**config.mk**
```make
export PLATFORM = sky130hd
export DESIGN_NAME = fp_addsub_mc
export DESIGN_NICKNAME = d
export VERILOG_FILES = /design/src/rtl/fp_pkg.sv /design/src/rtl/fp_lzc.sv /design/src/rtl/fp_addsub_mc.sv
export SDC_FILE = /design/constraint.sdc
export NUM_CORES = 1
export LEC_CHECK = 0
export CORE_MARGIN = 3
export CORE_UTILIZATION = 55
export CTS_CLUSTER_DIAMETER = 150
export DETAILED_ROUTE_END_ITERATION = 7
export HOLD_SLACK_MARGIN = 0.02
export MAX_ROUTING_LAYER = met4
export PLACE_DENSITY = 0.72
export SETUP_SLACK_MARGIN = 0.02
export SLEW_MARGIN = 20
export SYNTH_ARGS = -nofsm -noshare
export SYNTH_HDL_FRONTEND = slang
export SYNTH_SLANG_ARGS = --single-unit
```
**constraint.sdc**
```tcl
create_clock -name clk -period 9.8 [get_ports clk]
set_clock_uncertainty 0.05 [all_clocks]
set_input_delay 1.47 -clock clk [delete_from_list [all_inputs] [get_ports clk]]
set_output_delay 1.47 -clock clk [all_outputs]
set_load 0.05 [all_outputs]
```
**src/rtl/fp_pkg.sv**
```systemverilog
// Shared definitions for the multi-cycle floating-point adder/subtractor:
// default widths, bias helper, canonical special encodings, flag indices, FSM states.
package fp_pkg;

    localparam int DEF_EXP_W = 8;
    localparam int DEF_MAN_W = 23;
    localparam int DEF_W     = 1 + DEF_EXP_W + DEF_MAN_W;

    function automatic int bias(input int exp_w);
        return (1 << (exp_w - 1)) - 1;
    endfunction

    localparam logic [DEF_W-1:0] DEF_QNAN = {1'b0, {DEF_EXP_W{1'b1}}, 1'b1, {(DEF_MAN_W-1){1'b0}}};
    localparam logic [DEF_W-1:0] DEF_INF  = {1'b0, {DEF_EXP_W{1'b1}}, {DEF_MAN_W{1'b0}}};

    localparam int FLAG_INVALID   = 3;
    localparam int FLAG_OVERFLOW  = 2;
    localparam int FLAG_UNDERFLOW = 1;
    localparam int FLAG_INEXACT   = 0;

    typedef enum logic [2:0] {
        ST_IDLE,
        ST_UNPACK,
        ST_ALIGN,
        ST_ADD,
        ST_NORM,
        ST_ROUND,
        ST_DONE
    } state_t;

endpackage

```
**src/rtl/fp_lzc.sv**
```systemverilog
// Combinational leading-zero counter over the MAN_W+5 bit adder sum.
module fp_lzc #(
    parameter int MAN_W = 23,
    localparam int N  = MAN_W + 5,
    localparam int CW = $clog2(MAN_W + 6)
) (
    input  logic [N-1:0]  value,
    output logic [CW-1:0] count
);

    // Highest set bit wins because it is visited last; all-zero reports N.
    always_comb begin
        count = CW'(N);
        for (int i = 0; i < N; i++) begin
            if (value[i]) count = CW'(N - 1 - i);
        end
    end

endmodule

```
**src/rtl/fp_addsub_mc.sv**
```systemverilog
// Multi-cycle FP add/sub: one stage per FSM state, RNE rounding, flush-to-zero,
// special values resolved at unpack and carried to the output slot.
module fp_addsub_mc
    import fp_pkg::*;
#(
    parameter int EXP_W = DEF_EXP_W,
    parameter int MAN_W = DEF_MAN_W,
    parameter int W     = 1 + EXP_W + MAN_W
) (
    input  logic         clk,
    input  logic         reset,
    input  logic         in_valid,
    output logic         in_ready,
    input  logic [W-1:0] a,
    input  logic [W-1:0] b,
    input  logic         op_sub,
    output logic         out_valid,
    input  logic         out_ready,
    output logic [W-1:0] result,
    output logic [3:0]   flags
);

    localparam int EXT  = MAN_W + 4;
    localparam int SUMW = MAN_W + 5;
    localparam int XW   = EXP_W + 2;
    localparam int LZW  = $clog2(MAN_W + 6);
    localparam int MAGW = EXP_W + MAN_W;
    localparam logic [EXP_W-1:0]    EXP_ONES = '1;
    localparam logic [W-1:0]        QNAN     = {1'b0, EXP_ONES, 1'b1, {(MAN_W-1){1'b0}}};
    localparam logic signed [XW-1:0] EXP_MAX = XW'((1 << EXP_W) - 1);
    localparam logic signed [XW-1:0] ONE_S   = XW'(1);

    state_t state, state_nx;

    logic [W-1:0]            a_r, b_r;
    logic                    sign_r, eff_sub_r, special_r, zero_r;
    logic [W-1:0]            spec_res_r;
    logic [3:0]              spec_flags_r;
    logic [EXP_W-1:0]        x_exp_r, y_exp_r;
    logic [EXT-1:0]          x_ext_r, y_ext_r, y_al_r, norm_r;
    logic [SUMW-1:0]         sum_r;
    logic signed [XW-1:0]    exp_r;
    logic [W-1:0]            result_r;
    logic [3:0]              flags_r;

    always_ff @(posedge clk or posedge reset) begin
        if (reset) state <= ST_IDLE;
        else       state <= state_nx;
    end

    always_comb begin
        state_nx = state;
        case (state)
            ST_IDLE:   if (in_valid) state_nx = ST_UNPACK;
            ST_UNPACK: state_nx = ST_ALIGN;
            ST_ALIGN:  state_nx = ST_ADD;
            ST_ADD:    state_nx = ST_NORM;
            ST_NORM:   state_nx = ST_ROUND;
            ST_ROUND:  state_nx = ST_DONE;
            ST_DONE:   if (out_ready) state_nx = ST_IDLE;
            default:   state_nx = ST_IDLE;
        endcase
    end

    assign in_ready  = (state == ST_IDLE);
    assign out_valid = (state == ST_DONE);
    assign result    = result_r;
    assign flags     = flags_r;

    // Unpack: classify, flush denormals, order by magnitude.
    logic             sa, sb, sx, sy;
    logic [EXP_W-1:0] ea, eb;
    logic [MAN_W-1:0] fa, fb;
    logic             a_zero, b_zero, a_inf, b_inf, a_nan, b_nan, swap;
    logic [MAGW-1:0]  mag_a, mag_b, mag_x, mag_y;
    logic             sp;
    logic [W-1:0]     sp_res;
    logic [3:0]       sp_flags;

    assign {sa, ea, fa} = a_r;
    assign {sb, eb, fb} = b_r;
    assign a_zero = (ea == '0);
    assign b_zero = (eb == '0);
    assign a_inf  = (ea == EXP_ONES) && (fa == '0);
    assign b_inf  = (eb == EXP_ONES) && (fb == '0);
    assign a_nan  = (ea == EXP_ONES) && (fa != '0);
    assign b_nan  = (eb == EXP_ONES) && (fb != '0);
    assign mag_a  = a_zero ? '0 : {ea, fa};
    assign mag_b  = b_zero ? '0 : {eb, fb};
    assign swap   = (mag_b > mag_a);
    assign mag_x  = swap ? mag_b : mag_a;
    assign mag_y  = swap ? mag_a : mag_b;
    assign sx     = swap ? sb : sa;
    assign sy     = swap ? sa : sb;

    always_comb begin
        sp       = 1'b1;
        sp_res   = '0;
        sp_flags = '0;
        if (a_nan || b_nan) begin
            sp_res = QNAN;
        end else if (a_inf && b_inf && (sa != sb)) begin
            sp_res                 = QNAN;
            sp_flags[FLAG_INVALID] = 1'b1;
        end else if (a_inf) begin
            sp_res = {sa, EXP_ONES, {MAN_W{1'b0}}};
        end else if (b_inf) begin
            sp_res = {sb, EXP_ONES, {MAN_W{1'b0}}};
        end else if (a_zero && b_zero) begin
            sp_res = {sa & sb, {(W-1){1'b0}}};
        end else begin
            sp = 1'b0;
        end
    end

    // Align: a shift of MAN_W+3 or more leaves only the sticky bit set.
    logic [EXP_W-1:0] d;
    logic [EXT-1:0]   lost_mask, y_al_nx;
    logic             sticky;

    assign d         = x_exp_r - y_exp_r;
    assign lost_mask = ~({EXT{1'b1}} << d);
    assign sticky    = |(y_ext_r & lost_mask);
    assign y_al_nx   = (y_ext_r >> d) | {{(EXT-1){1'b0}}, sticky};

    logic [SUMW-1:0] sum_nx;
    assign sum_nx = eff_sub_r ? ({1'b0, x_ext_r} - {1'b0, y_al_r})
                              : ({1'b0, x_ext_r} + {1'b0, y_al_r});

    // Normalise: leading one lands at EXT-1; exponent tracks the carry slot.
    logic [LZW-1:0]       lz;
    logic [SUMW-1:0]      sum_shl;
    logic [EXT-1:0]       norm_nx;
    logic signed [XW-1:0] exp_x_s, lz_s, exp_nx;

    fp_lzc #(.MAN_W(MAN_W)) u_lzc (
        .value (sum_r),
        .count (lz)
    );

    assign exp_x_s = $signed({2'b00, x_exp_r});
    assign lz_s    = $signed({{(XW-LZW){1'b0}}, lz});
    assign sum_shl = sum_r << lz;

    always_comb begin
        if (sum_r[SUMW-1]) begin
            norm_nx = {sum_r[SUMW-1:2], sum_r[1] | sum_r[0]};
            exp_nx  = exp_x_s + ONE_S;
        end else begin
            norm_nx = sum_shl[SUMW-1:1];
            exp_nx  = exp_x_s + ONE_S - lz_s;
        end
    end

    // Round to nearest even, then range-check the exponent.
    logic [MAN_W:0]       mant;
    logic [MAN_W+1:0]     mant_inc;
    logic [MAN_W-1:0]     frac_fin;
    logic                 g, r, s, inc, inexact, m_ovf;
    logic signed [XW-1:0] exp_fin;
    logic [W-1:0]         res_nx;
    logic [3:0]           flg_nx;

    assign mant     = norm_r[EXT-1:3];
    assign g        = norm_r[2];
    assign r        = norm_r[1];
    assign s        = norm_r[0];
    assign inc      = g & (r | s | mant[0]);
    assign inexact  = g | r | s;
    assign mant_inc = {1'b0, mant} + {{(MAN_W+1){1'b0}}, inc};
    assign m_ovf    = mant_inc[MAN_W+1];
    assign frac_fin = m_ovf ? mant_inc[MAN_W:1] : mant_inc[MAN_W-1:0];
    assign exp_fin  = exp_r + $signed({{(XW-1){1'b0}}, m_ovf});

    always_comb begin
        res_nx = {sign_r, exp_fin[EXP_W-1:0], frac_fin};
        flg_nx = '0;
        flg_nx[FLAG_INEXACT] = inexact;
        if (special_r) begin
            res_nx = spec_res_r;
            flg_nx = spec_flags_r;
        end else if (zero_r) begin
            res_nx = '0;
            flg_nx = '0;
        end else if (exp_fin >= EXP_MAX) begin
            res_nx = {sign_r, EXP_ONES, {MAN_W{1'b0}}};
            flg_nx = '0;
            flg_nx[FLAG_OVERFLOW] = 1'b1;
            flg_nx[FLAG_INEXACT]  = 1'b1;
        end else if (exp_fin[XW-1] || (exp_fin == '0)) begin
            res_nx = {sign_r, {(W-1){1'b0}}};
            flg_nx = '0;
            flg_nx[FLAG_UNDERFLOW] = 1'b1;
            flg_nx[FLAG_INEXACT]   = 1'b1;
        end
    end

    always_ff @(posedge clk or posedge reset) begin
        if (reset) begin
            a_r          <= '0;
            b_r          <= '0;
            sign_r       <= 1'b0;
            eff_sub_r    <= 1'b0;
            special_r    <= 1'b0;
            zero_r       <= 1'b0;
            spec_res_r   <= '0;
            spec_flags_r <= '0;
            x_exp_r      <= '0;
            y_exp_r      <= '0;
            x_ext_r      <= '0;
            y_ext_r      <= '0;
            y_al_r       <= '0;
            sum_r        <= '0;
            norm_r       <= '0;
            exp_r        <= '0;
            result_r     <= '0;
            flags_r      <= '0;
        end else begin
            case (state)
                ST_IDLE: if (in_valid) begin
                    a_r <= a;
                    b_r <= {b[W-1] ^ op_sub, b[W-2:0]};
                end
                ST_UNPACK: begin
                    sign_r       <= sx;
                    eff_sub_r    <= sx ^ sy;
                    special_r    <= sp;
                    spec_res_r   <= sp_res;
                    spec_flags_r <= sp_flags;
                    x_exp_r      <= mag_x[MAGW-1:MAN_W];
                    y_exp_r      <= mag_y[MAGW-1:MAN_W];
                    x_ext_r      <= {mag_x[MAGW-1:MAN_W] != '0, mag_x[MAN_W-1:0], 3'b000};
                    y_ext_r      <= {mag_y[MAGW-1:MAN_W] != '0, mag_y[MAN_W-1:0], 3'b000};
                end
                ST_ALIGN: y_al_r <= y_al_nx;
                ST_ADD:   sum_r  <= sum_nx;
                ST_NORM: begin
                    norm_r <= norm_nx;
                    exp_r  <= exp_nx;
                    zero_r <= (sum_r == '0);
                end
                ST_ROUND: begin
                    result_r <= res_nx;
                    flags_r  <= flg_nx;
                end
                default: ;
            endcase
        end
    end

endmodule
```
Yosys cells after proc, flatten, opt, wreduce, memory -nomap -nowiden
Index checks and enable logic that the tools add are counted.
{"block": "word_totals", "register_bits": 296, "in_bits": 69}
{"block": "op_classes", "n_addsub": 7, "magnitude_cmp": 2, "eq_ne": 11, "shift": 3, "muxes": 61, "bitwise_logic": 12, "n_reduce_logical": 23}
{"operator": "$mux W32", "count": 7}
{"operator": "$mux W31", "count": 6}
{"operator": "$mux W5", "count": 16}
{"operator": "$logic_not A23 Y1", "count": 2}
{"operator": "$reduce_bool A23 Y1", "count": 2}
{"operator": "$mux W4", "count": 9}
{"operator": "$gt A31 B31 Y1", "count": 1}
{"operator": "$add A27 B27 Y28", "count": 1}
{"operator": "$logic_not A28 Y1", "count": 1}
{"operator": "$mux W28", "count": 1}
{"operator": "$shl A28 B5 Y28", "count": 1}
{"operator": "$sub A27 B27 Y28", "count": 1}
{"operator": "$and A27 B27 Y27", "count": 1}
{"operator": "$mux W27", "count": 1}
{"operator": "$not A27 Y27", "count": 1}
{"operator": "$or A27 B1 Y27", "count": 1}
{"operator": "$reduce_or A27 Y1", "count": 1}
{"operator": "$shl A27 B8 Y27 const A", "count": 1}
{"operator": "$shr A27 B8 Y27", "count": 1}
{"operator": "$add A24 B1 Y25", "count": 1}
{"operator": "$mux W3", "count": 8}
{"operator": "$mux W23", "count": 1}
{"operator": "$pmux W3 S7", "count": 1}
{"operator": "$eq A8 B8 Y1 const B", "count": 2}
{"operator": "24 further kinds", "count": 51}

Longest topological paths before layout
{"block": "depth", "ltp_word": 30, "mapped_depth": 20}

Modules after synthesis
From an unflattened synthesis, not the netlist that was laid out.
{"block": "hier_totals", "cells_unflattened": 2179, "hier_area_um2": 18795.5}
{"mod": "fp_addsub_mc", "instances": 1, "cells_each": 2119, "area_per_inst_um2": 18459.0}
{"mod": "fp_lzc", "instances": 1, "cells_each": 60, "area_per_inst_um2": 336.6}

Worst setup path after synthesis
Ideal clock, no wire load.
{"block": "synth_timing", "path_kind": "register -> register", "from": "register sum_r[26]", "to": "register exp_r[7]", "arrival_ns": 3.488, "required_ns": 9.614, "slack_ns": 6.126, "path_stages_with_launch": 18, "path_buffers": 4, "period_less_slack_ns": 3.674, "path_cell_list": "dfrtp_1 > clkbuf_2 > or2_2 > nor3_1 > o21a_1 > clkbuf_1 > inv_1 > buf_6 > clkbuf_1 > ha_1 > o21ai_0 > nand2b_1 > a21oi_1 > o21ai_0 > o21ai_0 > a31oi_1 > xor2_1 > o21ai_0"}
{"block": "synth_between", "elab_chain_len": 4}
{"element": "start, declared", "line": "fp_addsub_mc.sv:41", "rtl": "logic [SUMW-1:0] sum_r;"}
{"element": "start signal, assigned", "line": "fp_addsub_mc.sv:236", "rtl": "ST_ADD: sum_r <= sum_nx;"}
{"element": "$mux W5 (2 in series)", "line": "fp_lzc.sv:15", "rtl": "if (value[i]) count = CW'(N - 1 - i);"}
{"element": "$sub A9 B5 Y10", "line": "fp_addsub_mc.sv:151", "rtl": "exp_nx = exp_x_s + ONE_S - lz_s;"}
{"element": "$mux W10", "line": "fp_addsub_mc.sv:146", "rtl": "if (sum_r[SUMW-1]) begin"}
{"element": "end signal, assigned", "line": "fp_addsub_mc.sv:239", "rtl": "exp_r <= exp_nx;"}
{"element": "end, declared", "line": "fp_addsub_mc.sv:42", "rtl": "logic signed [XW-1:0] exp_r;"}
Every way passes these cells.
A chain may end at the register's enable or synchronous reset.

Worst setup path after layout
{"block": "layout_timing", "from": "register b_r[23]", "to": "register x_ext_r[18]"}
{"block": "layout_between", "elab_chain_len": 4}
{"element": "start, declared", "line": "fp_addsub_mc.sv:35", "rtl": "logic [W-1:0] a_r, b_r;"}
{"element": "start signal, assigned", "line": "fp_addsub_mc.sv:222", "rtl": "b_r <= {b[W-1] ^ op_sub, b[W-2:0]};"}
{"element": "$logic_not A8 Y1", "line": "fp_addsub_mc.sv:83", "rtl": "assign b_zero = (eb == '0);"}
{"element": "$mux W31 *", "line": "fp_addsub_mc.sv:89", "rtl": "assign mag_b = b_zero ? '0 : {eb, fb};"}
{"element": "$gt A31 B31 Y1", "line": "fp_addsub_mc.sv:90", "rtl": "assign swap = (mag_b > mag_a);"}
{"element": "$mux W31 *", "line": "fp_addsub_mc.sv:91", "rtl": "assign mag_x = swap ? mag_b : mag_a;"}
{"element": "end signal, assigned", "line": "fp_addsub_mc.sv:232", "rtl": "x_ext_r <= {mag_x[MAGW-1:MAN_W] != '0, mag_x[MAN_W-1:0], 3'b000};"}
{"element": "end, declared", "line": "fp_addsub_mc.sv:40", "rtl": "logic [EXT-1:0] x_ext_r, y_ext_r, y_al_r, norm_r;"}
Every way passes the cells marked *; elsewhere a longest branch is shown, timed or not.

==> results.sh <==
export IMPL_post_cts_sizing=0
export IMPL_ios=107
export IMPL_core_area_um2=33620
export IMPL_io_port_bufs=106
export IMPL_setup_total_negative_slack_ns=0
export IMPL_cts_tree="done"
export IMPL_row_count=67
export IMPL_detail_route_wirelength_um=52370
export IMPL_detail_route_drc_violations=0
export IMPL_clock_fmax_mhz=209.0
export IMPL_worst_setup_hold_path_clk_slew_ns=0.06
export IMPL_mostFrequentLayoutCells="nand2_1, dfrtp_1, o21ai_0"
export IMPL_hold_buffers_post_cts=0
export IMPL_timing_critical_path_fanout_max=111
export IMPL_drv_slew=0
export IMPL_postLayoutCoreUtil_pct=62.11
export IMPL_ctsHtreeMaxLevel=1
export IMPL_die_height_um=190.7
export IMPL_timing_critical_path_slowest_cell_delay_ns=0.84
export IMPL_min_delay_path_class="register to register"
export IMPL_finalWeightedCongestion=0.9425
export IMPL_final_cycle_utilization_of_the_critical_path_pct=48.83
export IMPL_post_synth_inst_count=2194
export IMPL_drt_antenna_violating_nets=0
export IMPL_insertedDiodeCount=0
export IMPL_vias_in_the_first_global_route=15920
export IMPL_final_hold_fails=0
export IMPL_dp_cells=2624
export IMPL_dr_first_iter_drc_count=1437
export IMPL_synth_seq_area_share_pct=35.60
export IMPL_dpl_hpwl_um=39180
export IMPL_detailroute_via_count=16670
export IMPL_worstSkewPairLatency_ns=0.57
export IMPL_unique_masters_post_synth=95
export IMPL_max_cap_violations=0
export IMPL_router_iterations_before_antenna_repair=5
export IMPL_reg2reg_slack_ns=5.01
export IMPL_worstMarginPinSlew_ns=1.038
export IMPL_synthesis_area_per_instance_um2=8.554
export IMPL_die_area_um2=36370
export IMPL_rsz0062_at_grt="false"
export IMPL_fillerInstances=2921
export IMPL_layout_area_overhead_vs_synth_pct=11.26
export IMPL_critPathRequiredTime_ns=10.22
export IMPL_cp_start_kind="register"
export IMPL_die_w_um=190.7
export IMPL_main_flop_type_after_synthesis="dfrtp_1"
export IMPL_worst_path_max_delay_cell="a2111oi_0"
export IMPL_num_nets_final=2377
export IMPL_arrival_ns=5.20
export IMPL_synth_async_reset_ratio_pct=100.0
export IMPL_routed_via_density=6.223
export IMPL_initial_cell_density_of_the_core_pct=55.83
export IMPL_grt_first_pass_wirelength_um=84680
export IMPL_post_route_cells_drive_above_1_share_pct=7.937
export IMPL_path_common_cell="a21o_1"
export IMPL_slew_limit_headroom_pct=30.82
export IMPL_synth_edf_count=0
export IMPL_setup_worst_path_class="register to register"
export IMPL_ctsLongestPathBuffers=3
export IMPL_largest_net_degree_at_the_start_of_global_routing=182
export IMPL_clock_buffer_count_from_cts=30
export IMPL_cts_sinks=267
export IMPL_number_of_buffers_inserted_to_repair_setup_after_cts=0
export IMPL_global_route_overflow_total=0
export IMPL_avgRoutedWirePerCell_um=19.55
export IMPL_worstSetupEndpointType="register"
export IMPL_grt_antenna_before_repair=0
export IMPL_synth_cell_area_um2=18770
export IMPL_fin_crit_ns=4.785
export IMPL_layout_commonest_cell="nand2_1"
export IMPL_setup_violations=0
export IMPL_cts_root_buf="clkbuf_16"
export IMPL_status="finished, final reports clean"
export IMPL_worst_path_cell_trace="nor4_1, nand2_1, and2_1, ha_1, a21o_1, a21o_1, a21o_1, a21oi_1, o21ai_0, a2111oi_0, a21oi_4, buf_6, nor2_1, a21oi_1, o21ai_0"
export IMPL_postSynthRegisterBits=267
export IMPL_postSynthNetCount=2363
export IMPL_grt_total_usage_pct=29.33
export IMPL_synth_warnings=0
export IMPL_final_cell_count_no_fill=2678
-- area by class of cell --
cell class	count	area (µm²)	share of cell area [%]
Multi-Input combinational cell	1695	11120	53.25
Sequential cell	267	6681	32.00
Timing Repair Buffer	126	1227	5.878
Clock buffer	45	887.1	4.249
Tap cell	448	560.5	2.685
Inverter	88	337.8	1.618
Clock inverter	9	66.31	0.3176
-- logic make-up (layout without fill, tap and decap cells) --
kind of cell / count (synthesis) / after routing / synth area share (%)
xor+xnor: 67 / 67 / 3.127
mux: 172 / 172 / 10.06
flops: 267 / 267 / 35.60
compound gates: 614 / 614 / 20.53
buf+inv: 232 / 268 / 5.320
fa+ha+maj: 100 / 100 / 6.787
simple gates: 742 / 742 / 18.57
-- per-layer routing --
| metal | track usage [%] | up-vias | share of wire [%] |
|---|---|---|---|
| met4 | 11.32 | 0 | 4.2 |
| met1 | 39.72 | 8012 | 45 |
| met5 | - | - | 0 |
| met3 | 3.585 | 146 | 5.3 |
| met2 | 45.38 | 583 | 45 |
| li1 | - | 7924 | - |
-- through the flow --
| step | hold slack (ns) | setup WS (ns) | instance area [µm²] |
|---|---|---|---|
| finish | 0.4285 | 5.015 | 20880 |
| global route | 0.4504 | 4.553 | 20880 |
| CTS | 0.4325 | 4.924 | 20880 |
| detailed placement | 0.4189 | 4.940 | 19920 |
| global placement | 0.4111 | 5.158 | 19920 |
| floorplan | 0.3998 | 0.9264 | 18770 |
-- final timing paths --
path / start / endpoint / cells past startpoint
worst max-delay path: b_r[23] / x_ext_r[18] / 15
worst min-delay path: result[9] / result[9] / 2
worst max register to register: b_r[23] / x_ext_r[18] / 15
worst min register to register: result[9] / result[9] / 2
max in group asynchronous: reset / sum_r[19] / 3
min in group asynchronous: reset / a_r[31] / 2
-- registers in the layout (all words and copies together) (netlist names), 3 cells and up --
name,count
spec_res_r,3
b_r,32
flags,4
x_exp_r,8
state,3
y_al_r,27
result,32
y_ext_r,24
x_ext_r,24
a_r,32
y_exp_r,8
sum_r,28
norm_r,27
exp_r,10
-- worst max-delay path, delay by kind of cell (launching register included) --
family	cells	cell delay (ns)
flip-flops	1	0.43
AO/OA/AOI/OAI	9	1.95
AND/OR/NAND/NOR	4	1.53
adder cells (fa/ha/maj)	1	0.33
buffers and inverters	1	0.36
-- Yosys cell counts, types with 7 or more instances --
| master | number | share of area [%] |
|---|---|---|
| ha_1 | 97 | 6.5 |
| dfrtp_1 | 267 | 36 |
| o31ai_1 | 8 | 0.32 |
| inv_1 | 86 | 1.7 |
| nor2_1 | 155 | 3.1 |
| nor3_1 | 40 | 1.1 |
| mux2_2 | 70 | 4.2 |
| nand3_1 | 54 | 1.4 |
| clkbuf_1 | 109 | 2.2 |
| nand4_1 | 17 | 0.57 |
| nand2b_1 | 11 | 0.37 |
| buf_1 | 17 | 0.34 |
| or3_1 | 7 | 0.23 |
| o21ai_0 | 212 | 5.7 |
| mux2i_1 | 95 | 5.1 |
| nor2b_1 | 39 | 1.3 |
| a21oi_1 | 136 | 3.6 |
| a221o_1 | 9 | 0.48 |
| a31oi_1 | 36 | 1.2 |
| or4_1 | 8 | 0.32 |
| o22ai_1 | 19 | 0.63 |
| o221ai_1 | 10 | 0.47 |
| and3_1 | 20 | 0.67 |
| a211oi_1 | 17 | 0.68 |
| and2_1 | 34 | 1.1 |
| a22o_1 | 32 | 1.5 |
| xor2_1 | 27 | 1.3 |
| a21o_1 | 23 | 0.92 |
| o211ai_1 | 16 | 0.64 |
| nor4_1 | 27 | 0.90 |
| xnor2_1 | 40 | 1.9 |
| o21bai_1 | 8 | 0.32 |
| o21a_1 | 13 | 0.52 |
| nand2_1 | 294 | 5.9 |
Power is not shown: default switching activity piles up to over one toggle a cycle in this logic, so the estimate is an artifact.
